### config.mk
export PLATFORM = sky130hd
export DESIGN_NAME = mac_acc_seq
export DESIGN_NICKNAME = d
export VERILOG_FILES = /design/src/rtl/mac_acc_seq.sv
export SDC_FILE = /design/constraint.sdc
export NUM_CORES = 1
export LEC_CHECK = 0
export CORE_MARGIN = 2
export CORE_UTILIZATION = 30
export CTS_CLUSTER_DIAMETER = 50
export DETAILED_ROUTE_END_ITERATION = 10
export GPL_TIMING_DRIVEN = 0
export HOLD_SLACK_MARGIN = 0.06
export RECOVER_POWER = 25
export SYNTH_ARGS = -nofsm -noshare
export SYNTH_HDL_FRONTEND = slang
export SYNTH_SLANG_ARGS = --single-unit
### constraint.sdc
create_clock -name clk -period 2.9 [get_ports clk]
set_input_delay 0.29 -clock clk [delete_from_list [all_inputs] [get_ports clk]]
set_output_delay 0.29 -clock clk [all_outputs]
set_load 0.01 [all_outputs]
### src/rtl/mac_acc_seq.sv
// Length-controlled multiply-accumulate engine: accepts LEN operand pairs, accumulates
// products through a 2-stage pipeline and returns one N-bit result with a sticky overflow flag.
module mac_acc_seq #(
    parameter int unsigned N      = 16,
    parameter int unsigned LEN_W  = 8,
    parameter int unsigned SAT    = 0,
    parameter int unsigned SIGNED = 0
) (
    input  logic             clk,
    input  logic             rst,
    input  logic             start,
    input  logic [LEN_W-1:0] len,
    input  logic [N-1:0]     g_input,
    input  logic [N-1:0]     e_input,
    input  logic             in_valid,
    output logic             in_ready,
    output logic [N-1:0]     o,
    output logic             out_valid,
    input  logic             out_ready,
    output logic             ovf,
    output logic             busy
);

    localparam int unsigned PW = 2 * N;
    localparam logic [N-1:0] HI_BOUND = (SIGNED != 0) ? {1'b0, {(N-1){1'b1}}} : {N{1'b1}};
    localparam logic [N-1:0] LO_BOUND = (SIGNED != 0) ? {1'b1, {(N-1){1'b0}}} : {N{1'b0}};

    typedef enum logic [1:0] {IDLE, ACC, DONE} state_t;

    state_t           state;
    state_t           state_nx;
    logic [LEN_W-1:0] len_q;
    logic [LEN_W-1:0] issued;
    logic [LEN_W-1:0] retired;
    logic [N-1:0]     acc;
    logic [PW-1:0]    prod;
    logic             prod_valid;

    logic             accept;
    logic             start_go;
    logic             finish;
    logic [PW-1:0]    a_ext;
    logic [PW-1:0]    b_ext;
    logic [PW-1:0]    prod_c;
    logic             p_fits;
    logic [N-1:0]     term;
    logic [N:0]       sum;
    logic             s_fits;
    logic [N-1:0]     acc_nx;
    logic             step_ovf;

    assign in_ready = (state == ACC) && (issued < len_q);
    assign busy     = (state != IDLE);
    assign accept   = in_valid && in_ready;
    assign start_go = (state == IDLE) && start;
    assign finish   = (state == ACC) && (retired == len_q);

    // Stage-1 operand extension; the low 2N bits of the product are exact for both signednesses
    always_comb begin
        a_ext = {{N{1'b0}}, g_input};
        b_ext = {{N{1'b0}}, e_input};
        if (SIGNED != 0) begin
            a_ext = {{N{g_input[N-1]}}, g_input};
            b_ext = {{N{e_input[N-1]}}, e_input};
        end
        prod_c = a_ext * b_ext;
    end

    // Stage-2 range check and wrap/clamp of the product, then of the running sum
    always_comb begin
        if (SIGNED != 0) begin
            p_fits = (&prod[PW-1:N-1]) || ~(|prod[PW-1:N-1]);
        end else begin
            p_fits = ~(|prod[PW-1:N]);
        end
        term = prod[N-1:0];
        if (!p_fits && (SAT != 0)) begin
            term = (SIGNED != 0 && prod[PW-1]) ? LO_BOUND : HI_BOUND;
        end
        if (SIGNED != 0) begin
            sum    = {acc[N-1], acc} + {term[N-1], term};
            s_fits = (sum[N] == sum[N-1]);
        end else begin
            sum    = {1'b0, acc} + {1'b0, term};
            s_fits = !sum[N];
        end
        acc_nx = sum[N-1:0];
        if (!s_fits && (SAT != 0)) begin
            acc_nx = (SIGNED != 0 && sum[N]) ? LO_BOUND : HI_BOUND;
        end
        step_ovf = !p_fits || !s_fits;
    end

    always_ff @(posedge clk or posedge rst) begin
        if (rst) begin
            state <= IDLE;
        end else begin
            state <= state_nx;
        end
    end

    always_comb begin
        state_nx = state;
        case (state)
            IDLE: if (start) state_nx = (len == '0) ? DONE : ACC;
            ACC:  if (finish) state_nx = DONE;
            DONE: if (out_ready) state_nx = IDLE;
            default: state_nx = IDLE;
        endcase
    end

    always_ff @(posedge clk or posedge rst) begin
        if (rst) begin
            len_q      <= '0;
            issued     <= '0;
            retired    <= '0;
            acc        <= '0;
            prod       <= '0;
            prod_valid <= 1'b0;
            o          <= '0;
            out_valid  <= 1'b0;
            ovf        <= 1'b0;
        end else begin
            prod_valid <= accept;
            if (accept) begin
                prod   <= prod_c;
                issued <= issued + LEN_W'(1);
            end
            if (prod_valid) begin
                acc     <= acc_nx;
                ovf     <= ovf | step_ovf;
                retired <= retired + LEN_W'(1);
            end
            if (start_go) begin
                len_q      <= len;
                acc        <= '0;
                ovf        <= 1'b0;
                issued     <= '0;
                retired    <= '0;
                prod_valid <= 1'b0;
                if (len == '0) begin
                    o         <= '0;
                    out_valid <= 1'b1;
                end
            end
            if (finish) begin
                o         <= acc;
                out_valid <= 1'b1;
            end
            if ((state == DONE) && out_ready) begin
                out_valid <= 1'b0;
            end
        end
    end

endmodule

==> results of run 1 <==
==> routing by layer <==
metal / track usage, % / part of all wire (%) / up-vias
li1: - / - / 5038
met1: 21.0 / 42 / 5648
met2: 28.5 / 51 / 309
met3: 1.57 / 4.5 / 72
met4: 4.49 / 2.9 / 0
met5: 0 / 0 / -
==> what timing repair did <==
| action | in CTS | in global routing |
|---|---|---|
| pin swaps | 96 | 86 |
| endpoints found under the setup margin | 29 | 33 |
| setup buffers | 76 | 28 |
| gates cloned | 0 | 1 |
| gates resized for setup | 378 | 135 |
==> worst max-delay path, cell delays in order <==
cell      delay, ns
buf_12         0.11
and2_4         0.15
fa_1           0.55
inv_2          0.04
fa_1           0.54
inv_2          0.04
fa_2           0.61
fa_2           0.46
fa_1           0.51
fa_1           0.45
ha_4           0.33
a21o_1         0.14
o21bai_4       0.13
o21bai_4       0.15
o41ai_4        0.11
or4b_4         0.52
nor4b_4        0.15
or3_1          0.30
==> sequential cells by signal, summed over array words and instances (netlist names) <==
| register | count |
|---|---|
| ovf | 1 |
| prod_valid | 1 |
| acc | 16 |
| o | 16 |
| retired | 8 |
| state | 2 |
| len_q | 8 |
| prod | 32 |
| issued | 8 |
| out_valid | 1 |
==> per-stage QoR <==
stage / TNS, ns / instances / setup slack [ns] / cell area (um2)
after detailed placement: -82.98 / 2125 / -3.85 / 15200
after CTS: -51.55 / 2212 / -2.50 / 16900
after global routing: -54.54 / 2236 / -2.56 / 17600
final: -51.54 / 2236 / -2.46 / 17600
after floorplan: -48.46 / 1469 / -2.55 / 13800
after global placement: -208.34 / 2124 / -3.80 / 15200
==> cells by family (layout without fill, tap and decap cells) <==
group	Yosys count	count (layout)	share of synthesized area, %
DFF	93	93	17.6
xor gates and xnor gates	51	51	3.37
muxes	14	14	1.07
buffers and inverters	298	473	8.50
AOI/OAI and AO/OA	202	202	10.1
adders and majority gates	324	324	41.6
and+or+nand+nor	487	487	17.8
==> cell usage in the layout, fill, tap and decap left out, types with 28 or more instances in the layout <==
| cell | count |
|---|---|
| inv_1 | 198 |
| nand2_1 | 193 |
| fa_1 | 177 |
| ha_1 | 100 |
| and2_1 | 96 |
| dfrtp_1 | 93 |
| buf_4 | 75 |
| nor2_1 | 50 |
| buf_6 | 36 |
| inv_2 | 36 |
| a21oi_1 | 34 |
| clkdlybuf4s50_1 | 29 |
| o21ai_0 | 28 |
==> how the worst max path moves through the flow <==
| stage | slack, ns | start | endpoint | cells past startpoint |
|---|---|---|---|---|
| floorplan | -2.55 | g_input[5] | prod[28] | 18 |
| global placement | -3.80 | e_input[2] | prod[28] | 20 |
| detailed placement | -3.85 | e_input[2] | prod[28] | 20 |
| CTS | -2.50 | g_input[4] | prod[28] | 19 |
| global route | -2.56 | e_input[9] | prod[28] | 23 |
| finish | -2.46 | e_input[4] | prod[28] | 18 |
==> final cells by class <==
cell class / instances / area, um2
plain buffers: 57 / 787
clock inverters: 7 / 67.6
inverters: 236 / 887
multi-input cells: 1078 / 10900
well taps: 592 / 741
flip-flops and latches: 93 / 2330
fillers: 4376 / 26300
clock buffers: 9 / 225
repair buffers: 164 / 1630
==> results.json, run 1 <==
{
  "status": "complete, but fails checks",
  "violations": "max-capacitance violations, max-slew violations, negative setup slack",
  "r2r_cells": 11,
  "h-tree-depth": 3,
  "postRouteAntennaNets": 0,
  "fin_worst_skew_ns": 0.0131,
  "io_pins": 65,
  "drtIter0Drc": 567,
  "yosysMostFrequentCell": "inv_1",
  "rr_endpoint": "prod[10]",
  "synth_ff_type": "dfrtp_1",
  "cts_root_buffer": "clkbuf_16",
  "wl_um": 37900,
  "n_antenna_cell": 0,
  "synthTopCellsByArea": "fa_1 (29%), dfrtp_1 (18%), ha_1 (12%)",
  "syn-instance-count": 1469,
  "setup_ws_ns": -2.46,
  "cts_tree": "yes",
  "maxCapViolCount": 1,
  "rsz0062_at_grt": "true",
  "syn_nets": 1838,
  "cp_data_required_time_ns": 3.13,
  "routedWlPerCell_um": 16.9,
  "avgSynthCellArea_um2": 9.02,
  "ys_types": 62,
  "yosysWarningCount": 0,
  "hold_viol_final": 0,
  "first_global_vias": 11300,
  "cts.sink_count": 93,
  "min_period_over_period_pct": 185,
  "holdWs_ns": 0.475,
  "postCtsHoldBufs": 0,
  "setup_viol": 27,
  "die_x_um": 214,
  "vias": 11100,
  "relSlewSlack_pct": -6.22,
  "area_delta_synth_final_pct": 32.6,
  "cts.path.max_buffers": 2,
  "clk_latency_ns": 0.35,
  "cp-start-kind": "input port",
  "clk_pin_slew_ns": 0.07,
  "reg2reg_slack_ns": 0.29,
  "worst_slew_pin_slew_ns": 1.58,
  "critical_path_class": "input port to flop",
  "die_y_um": 214,
  "gp_congestion": 0.919,
  "synth-async-reset-ratio_pct": 100,
  "end_kind": "flop",
  "grt_use_total_pct": 16.1,
  "yosys_register_bits": 93,
  "port_buffers": 63,
  "hold_class": "flop to flop",
  "synth_top_area_share_pct": 29.4,
  "first_pass_iters": 5,
  "seq_area_frac_synth_pct": 17.6,
  "hpwl_um": 29300,
  "core-area_mm2": 0.0439,
  "r2r-start": "len_q[4]",
  "min_from": "prod[4]",
  "crit_fanout": 7,
  "cts_buffers": 9,
  "synth.largest_area_cell": "fa_1",
  "drc": 0,
  "fin_crit_ns": 5.36,
  "grt_start_max_net_pins": 63,
  "final_core_util_pct": 40.0,
  "drive_gt1_share_pct": 24.2,
  "synthTopCellsByCount": "inv_1 (235), nand2_1 (220), fa_1 (195)",
  "dieArea_mm2": 0.0459,
  "initial_core_util_pct": 30.2,
  "whs_endpoint": "prod[4]",
  "fp-row-count": 77,
  "worst_ep_arrival_time_ns": 5.59,
  "slew_viol_final": 33,
  "vias_per_cell": 4.95,
  "synth_area_mm2": 0.0133,
  "synth_edf_count": 0,
  "overflow": 0,
  "timing.fmax_mhz": 186,
  "antenna_found_initial": 0,
  "finalNetCount": 2008,
  "min_path_cells": 2,
  "grt_pass1_wl_um": 59100
}
Power of run 1 is left out: the tool's default activity adds up to more than one toggle a clock period on the data nets, which glitch-free logic cannot reach.
==> run 2, diff against run 1 <==
CORE_ASPECT_RATIO = 1.75   (was not set)
==> run 2 against run 1 <==
The run ends with negative setup slack left. Maximum frequency shrank 2.5%. Clock-buffer cell count is 3 higher. Routed wire length increased by 8.6%. Sequential cell count unchanged. Hold slack better by 0.011 ns. Global-route usage grew 1.9 points. Via count down 0.72%. Critical path type unchanged. Largest cell class unchanged. Highest routed layer unchanged.
==> results.json, run 2 (same netlist as run 1, synthesis figures left out) <==
{
  "status": "complete, but fails checks",
  "violations": "negative setup slack",
  "antenna_found_initial": 0,
  "relSlewSlack_pct": 34.7,
  "vias": 11000,
  "maxCapViolCount": 0,
  "worst_ep_arrival_time_ns": 5.71,
  "setup_viol": 27,
  "fin_worst_skew_ns": 0.00712,
  "worst_slew_pin_slew_ns": 0.979,
  "die_x_um": 163,
  "hpwl_um": 32000,
  "dieArea_mm2": 0.0460,
  "first_global_vias": 11800,
  "end_kind": "flop",
  "fin_crit_ns": 5.50,
  "io_pins": 65,
  "cts_buffers": 9,
  "crit_fanout": 7,
  "cts_tree": "yes",
  "final_cell_mix": "inv_1 (207), nand2_1 (206), fa_1 (179)",
  "final_cell_area_mm2": 0.0175,
  "vias_per_cell": 4.97,
  "overflow": 0,
  "hold_class": "flop to flop",
  "postCtsHoldBufs": 0,
  "cts.path.max_buffers": 2,
  "cts_root_buffer": "clkbuf_16",
  "grt_start_max_net_pins": 76,
  "clk_latency_ns": 0.34,
  "n_antenna_cell": 0,
  "placed_cell_area_mm2": 0.0152,
  "min_period_over_period_pct": 190,
  "fp-row-count": 101,
  "rsz0062_at_grt": "true",
  "slew_viol_final": 0,
  "finalSetupTns_ns": -53.56,
  "largest_reg_flops": 32,
  "finalNetCount": 2009,
  "reg_top3": "prod: 32 flops, acc: 16 flops, o: 16 flops",
  "drtIter0Drc": 588,
  "grt_use_total_pct": 18.1,
  "cp-start-kind": "input port",
  "h-tree-depth": 3,
  "port_buffers": 63,
  "core-area_mm2": 0.0435,
  "postRouteAntennaNets": 0,
  "routedWlPerCell_um": 18.6,
  "clk_pin_slew_ns": 0.06,
  "drive_gt1_share_pct": 21.6,
  "layout_commonest_cell": "inv_1",
  "die_y_um": 282,
  "cp_data_required_time_ns": 3.12,
  "drc": 0,
  "wl_um": 41100,
  "setup_ws_ns": -2.60,
  "hold_viol_final": 0,
  "timing.fmax_mhz": 182,
  "first_pass_iters": 5,
  "grt_pass1_wl_um": 64000,
  "final_core_util_pct": 40.2,
  "cts.sink_count": 93,
  "critical_path_class": "input port to flop",
  "area_delta_synth_final_pct": 31.8,
  "initial_core_util_pct": 30.5,
  "gp_congestion": 0.891,
  "post-place-ws_ns": -3.86,
  "regMostFlops": "prod"
}
==> run 2: critical path: stages <==
cell	delay (ns)
buf_12	0.12
clkbuf_16	0.15
buf_6	0.12
and2_4	0.13
fa_1	0.54
inv_1	0.06
fa_1	0.49
fa_1	0.44
fa_1	0.49
inv_1	0.05
fa_1	0.49
inv_2	0.04
fa_1	0.49
inv_2	0.05
ha_4	0.29
o21ai_0	0.16
o21bai_4	0.19
o41ai_4	0.12
or4b_4	0.53
nor4b_4	0.15
or3_1	0.31
==> run 2: layout make-up <==
class / instances / area, um2
buffer: 57 / 823
tap: 566 / 708
multi-input combinational: 1078 / 10800
clock buffer: 12 / 246
timing repair buffer: 165 / 1680
fill: 4275 / 26000
sequential: 93 / 2330
inverter: 236 / 887
clock inverter: 4 / 47.5
==> run 2: final timing paths <==
check / from / to / slack (ns) / cells after the start
min in group asynchronous: rst / len_q[6] / 0.58 / 2
max: e_input[4] / prod[28] / -2.60 / 21
min: state[1] / state[0] / 0.49 / 1
max in group asynchronous: rst / acc[12] / 0.83 / 3
min reg2reg: state[1] / state[0] / 0.49 / 1
max reg2reg: issued[4] / prod[9] / 0.25 / 10
==> run 2: metal layers <==
metal	track usage [%]	share of wire [%]	routed length (um)	up-vias
met5	0	0	0	-
met3	1.45	3.1	1260	114
met1	19.1	36	14800	5541
met4	9.71	5.9	2420	0
met2	35.1	55	22600	313
li1	-	-	-	5019
==> run 2: repair_timing <==
action | 4_1_cts | 5_1_grt
pin swaps | 94 | 74
endpoints found under the hold margin | 0 | 0
cloned | 0 | 0
gates resized for setup | 401 | 62
setup endpoints to repair | 29 | 32
setup buffers | 84 | 20
==> run 2: stage by stage <==
stage | hold WS [ns] | cells
floorplan | 0.395 | 1469
global placement | 0.465 | 2098
detailed placement | 0.464 | 2099
CTS | 0.337 | 2194
global route | 0.506 | 2211
finish | 0.486 | 2211
Power of run 2 is left out for the same reason.
==> run 3, diff against run 2 <==
SLEW_MARGIN = 20   (was not set)
==> run 3 against run 2 <==
Hold slack worse by 0.014 ns. The run still ends with negative setup slack left. Final area down 0.35%. Via count down 0.96%. Sequential share of layout area about the same. Setup slack better by 0.016 ns. Non-clock buffer count down 8. Die area unchanged. Register-to-register slack worse by 0.11 ns. Sequential cell count unchanged. Clock-buffer cell count up 1. First-iteration DRC count down 15%. Critical path type unchanged.
==> results.json, run 3 (same netlist as run 1, synthesis figures left out) <==
{
  "cts_buffers": 9,
  "drive_gt1_share_pct": 21.4,
  "slowest_delay_ns": 0.55,
  "fin_worst_skew_ns": 0.00623,
  "clk_pin_slew_ns": 0.06,
  "die_y_um": 282,
  "first_global_vias": 11600,
  "violations": "negative setup slack",
  "reg_top3": "prod: 32 flops, acc: 16 flops, o: 16 flops",
  "hold_viol_final": 0,
  "post-place-ws_ns": -3.85,
  "setup_viol": 26,
  "antenna_found_initial": 0,
  "cts.path.max_buffers": 2,
  "crit_fanout": 7,
  "grt_start_max_net_pins": 83,
  "finalNetCount": 2001,
  "overflow": 0,
  "cts_tree": "yes",
  "regMostFlops": "prod",
  "postRouteAntennaNets": 0,
  "placed_cell_area_mm2": 0.0152,
  "relSlewSlack_pct": 26.1,
  "worst_ep_arrival_time_ns": 5.69,
  "final_cell_mix": "inv_1 (206), nand2_1 (203), fa_1 (181)",
  "die_x_um": 163,
  "wl_um": 40600,
  "holdWs_ns": 0.473,
  "dieArea_mm2": 0.0460,
  "r2r_cells": 10,
  "use_met2_pct": 34.4,
  "end_kind": "flop",
  "grt_pass1_wl_um": 63300,
  "routedWlPerCell_um": 18.4,
  "cts.sink_count": 93,
  "rr_endpoint": "prod[27]",
  "worst_slew_pin_slew_ns": 1.11,
  "r2r-start": "issued[4]",
  "rsz0062_at_grt": "true",
  "critical_path.slowest_cell": "fa_2",
  "critical_path_class": "input port to flop",
  "hpwl_um": 32000,
  "drc": 0,
  "h-tree-depth": 3,
  "setup_ws_ns": -2.58,
  "min_period_over_period_pct": 189,
  "core-area_mm2": 0.0435,
  "port_buffers": 63,
  "fp-row-count": 101,
  "crit_chain": "buf_12, clkbuf_16, and2_4, fa_1, inv_2, fa_1, fa_2, inv_2, fa_2, fa_1, inv_2, fa_1, inv_2, ha_4, nand2_2, o21bai_4, o21bai_4, o41ai_4, or4b_4, nor4b_2, or3_1",
  "timing.fmax_mhz": 182,
  "n_antenna_cell": 0,
  "maxCapViolCount": 0,
  "initial_core_util_pct": 30.5,
  "num-fill-cells": 4278,
  "area_delta_synth_final_pct": 31.4,
  "largest_reg_flops": 32,
  "cp-start-kind": "input port",
  "fin_crit_ns": 5.48,
  "drtIter0Drc": 502,
  "reg2reg_slack_ns": 0.14,
  "vias_per_cell": 4.94,
  "first_pass_iters": 5,
  "cp_data_required_time_ns": 3.11,
  "io_pins": 65,
  "gp_congestion": 0.891,
  "hold_class": "input port to asynchronous set/reset pin",
  "clk_latency_ns": 0.34,
  "met1_usage_pct": 19.1,
  "status": "complete, but fails checks",
  "vias": 10900,
  "slew_viol_final": 0,
  "busiest_layer": "met2",
  "cts_root_buffer": "clkbuf_16",
  "grt_use_total_pct": 17.9,
  "layout_commonest_cell": "inv_1",
  "grtUsageMet3_pct": 1.28,
  "final_cell_area_mm2": 0.0174
}
run 3: changes by cell type in the layout (fill, tap and decap cells not counted), moves of 3 or more:
cell | before | now
ha_4 | 21 | 24
nand2_2 | 7 | 13
nand2_1 | 206 | 203
buf_12 | 14 | 11
o21ai_2 | 2 | 5
nand2_4 | 7 | 4
clkbuf_8 | 9 | 12
buf_6 | 42 | 31
buf_4 | 68 | 74
run 3: repair_timing:
| action | in CTS | in global routing |
|---|---|---|
| pin swaps | 74 | 62 |
| gates cloned | 1 | 1 |
| buffers inserted | 69 | 24 |
| setup endpoints to repair | 29 | 30 |
| hold buffers | 0 | 0 |
| resized for setup | 386 | 69 |
run 3: worst max-delay path, delay by kind of cell:
| family | cells | cell delay, ns |
|---|---|---|
| compound gates | 3 | 0.43 |
| fa+ha+maj | 7 | 3.31 |
| buf+inv | 6 | 0.46 |
| simple gates | 5 | 1.21 |
run 3: area by class of cell:
| cell class | instances | area, um2 | area share [%] |
|---|---|---|---|
| clock inverter | 3 | 67.6 | 0.388 |
| tap | 566 | 708 | 4.07 |
| clock buffer | 13 | 260 | 1.49 |
| sequential | 93 | 2330 | 13.4 |
| timing repair buffer | 157 | 1560 | 8.93 |
| multi-input combinational | 1078 | 10800 | 61.9 |
| inverter | 236 | 887 | 5.09 |
| buffer | 57 | 830 | 4.76 |
run 3: how the worst max path moves through the flow:
| stage | startpoint | endpoint | slack (ns) | cells after the start |
|---|---|---|---|---|
| 2_1_floorplan | g_input[5] | prod[28] | -2.55 | 18 |
| 3_3_place_gp | e_input[2] | prod[28] | -3.80 | 20 |
| 3_5_place_dp | e_input[14] | prod[28] | -3.85 | 19 |
| 4_1_cts | e_input[6] | prod[28] | -2.50 | 21 |
| 5_1_grt | e_input[2] | prod[28] | -2.70 | 20 |
| 6_report | e_input[6] | prod[28] | -2.58 | 21 |
run 3: layer usage:
layer  up-vias  part of all wire (%)  wire length [um]
met4         0                   6.4              2610
met5         -                     0                 0
met3       119                   2.8              1140
met1      5450                    37             14900
met2       305                    54             22000
li1       5008                     -                 -
run 3: through the flow:
stage / instances / util [%] / setup TNS (ns)
floorplan: 1469 / - / -48.46
global placement: 2098 / 34.9 / -201.50
detailed placement: 2099 / 35.0 / -84.84
CTS: 2181 / 39.0 / -52.32
global route: 2203 / 40.1 / -56.94
finish: 2203 / 40.1 / -53.40
Power of run 3 is left out for the same reason.
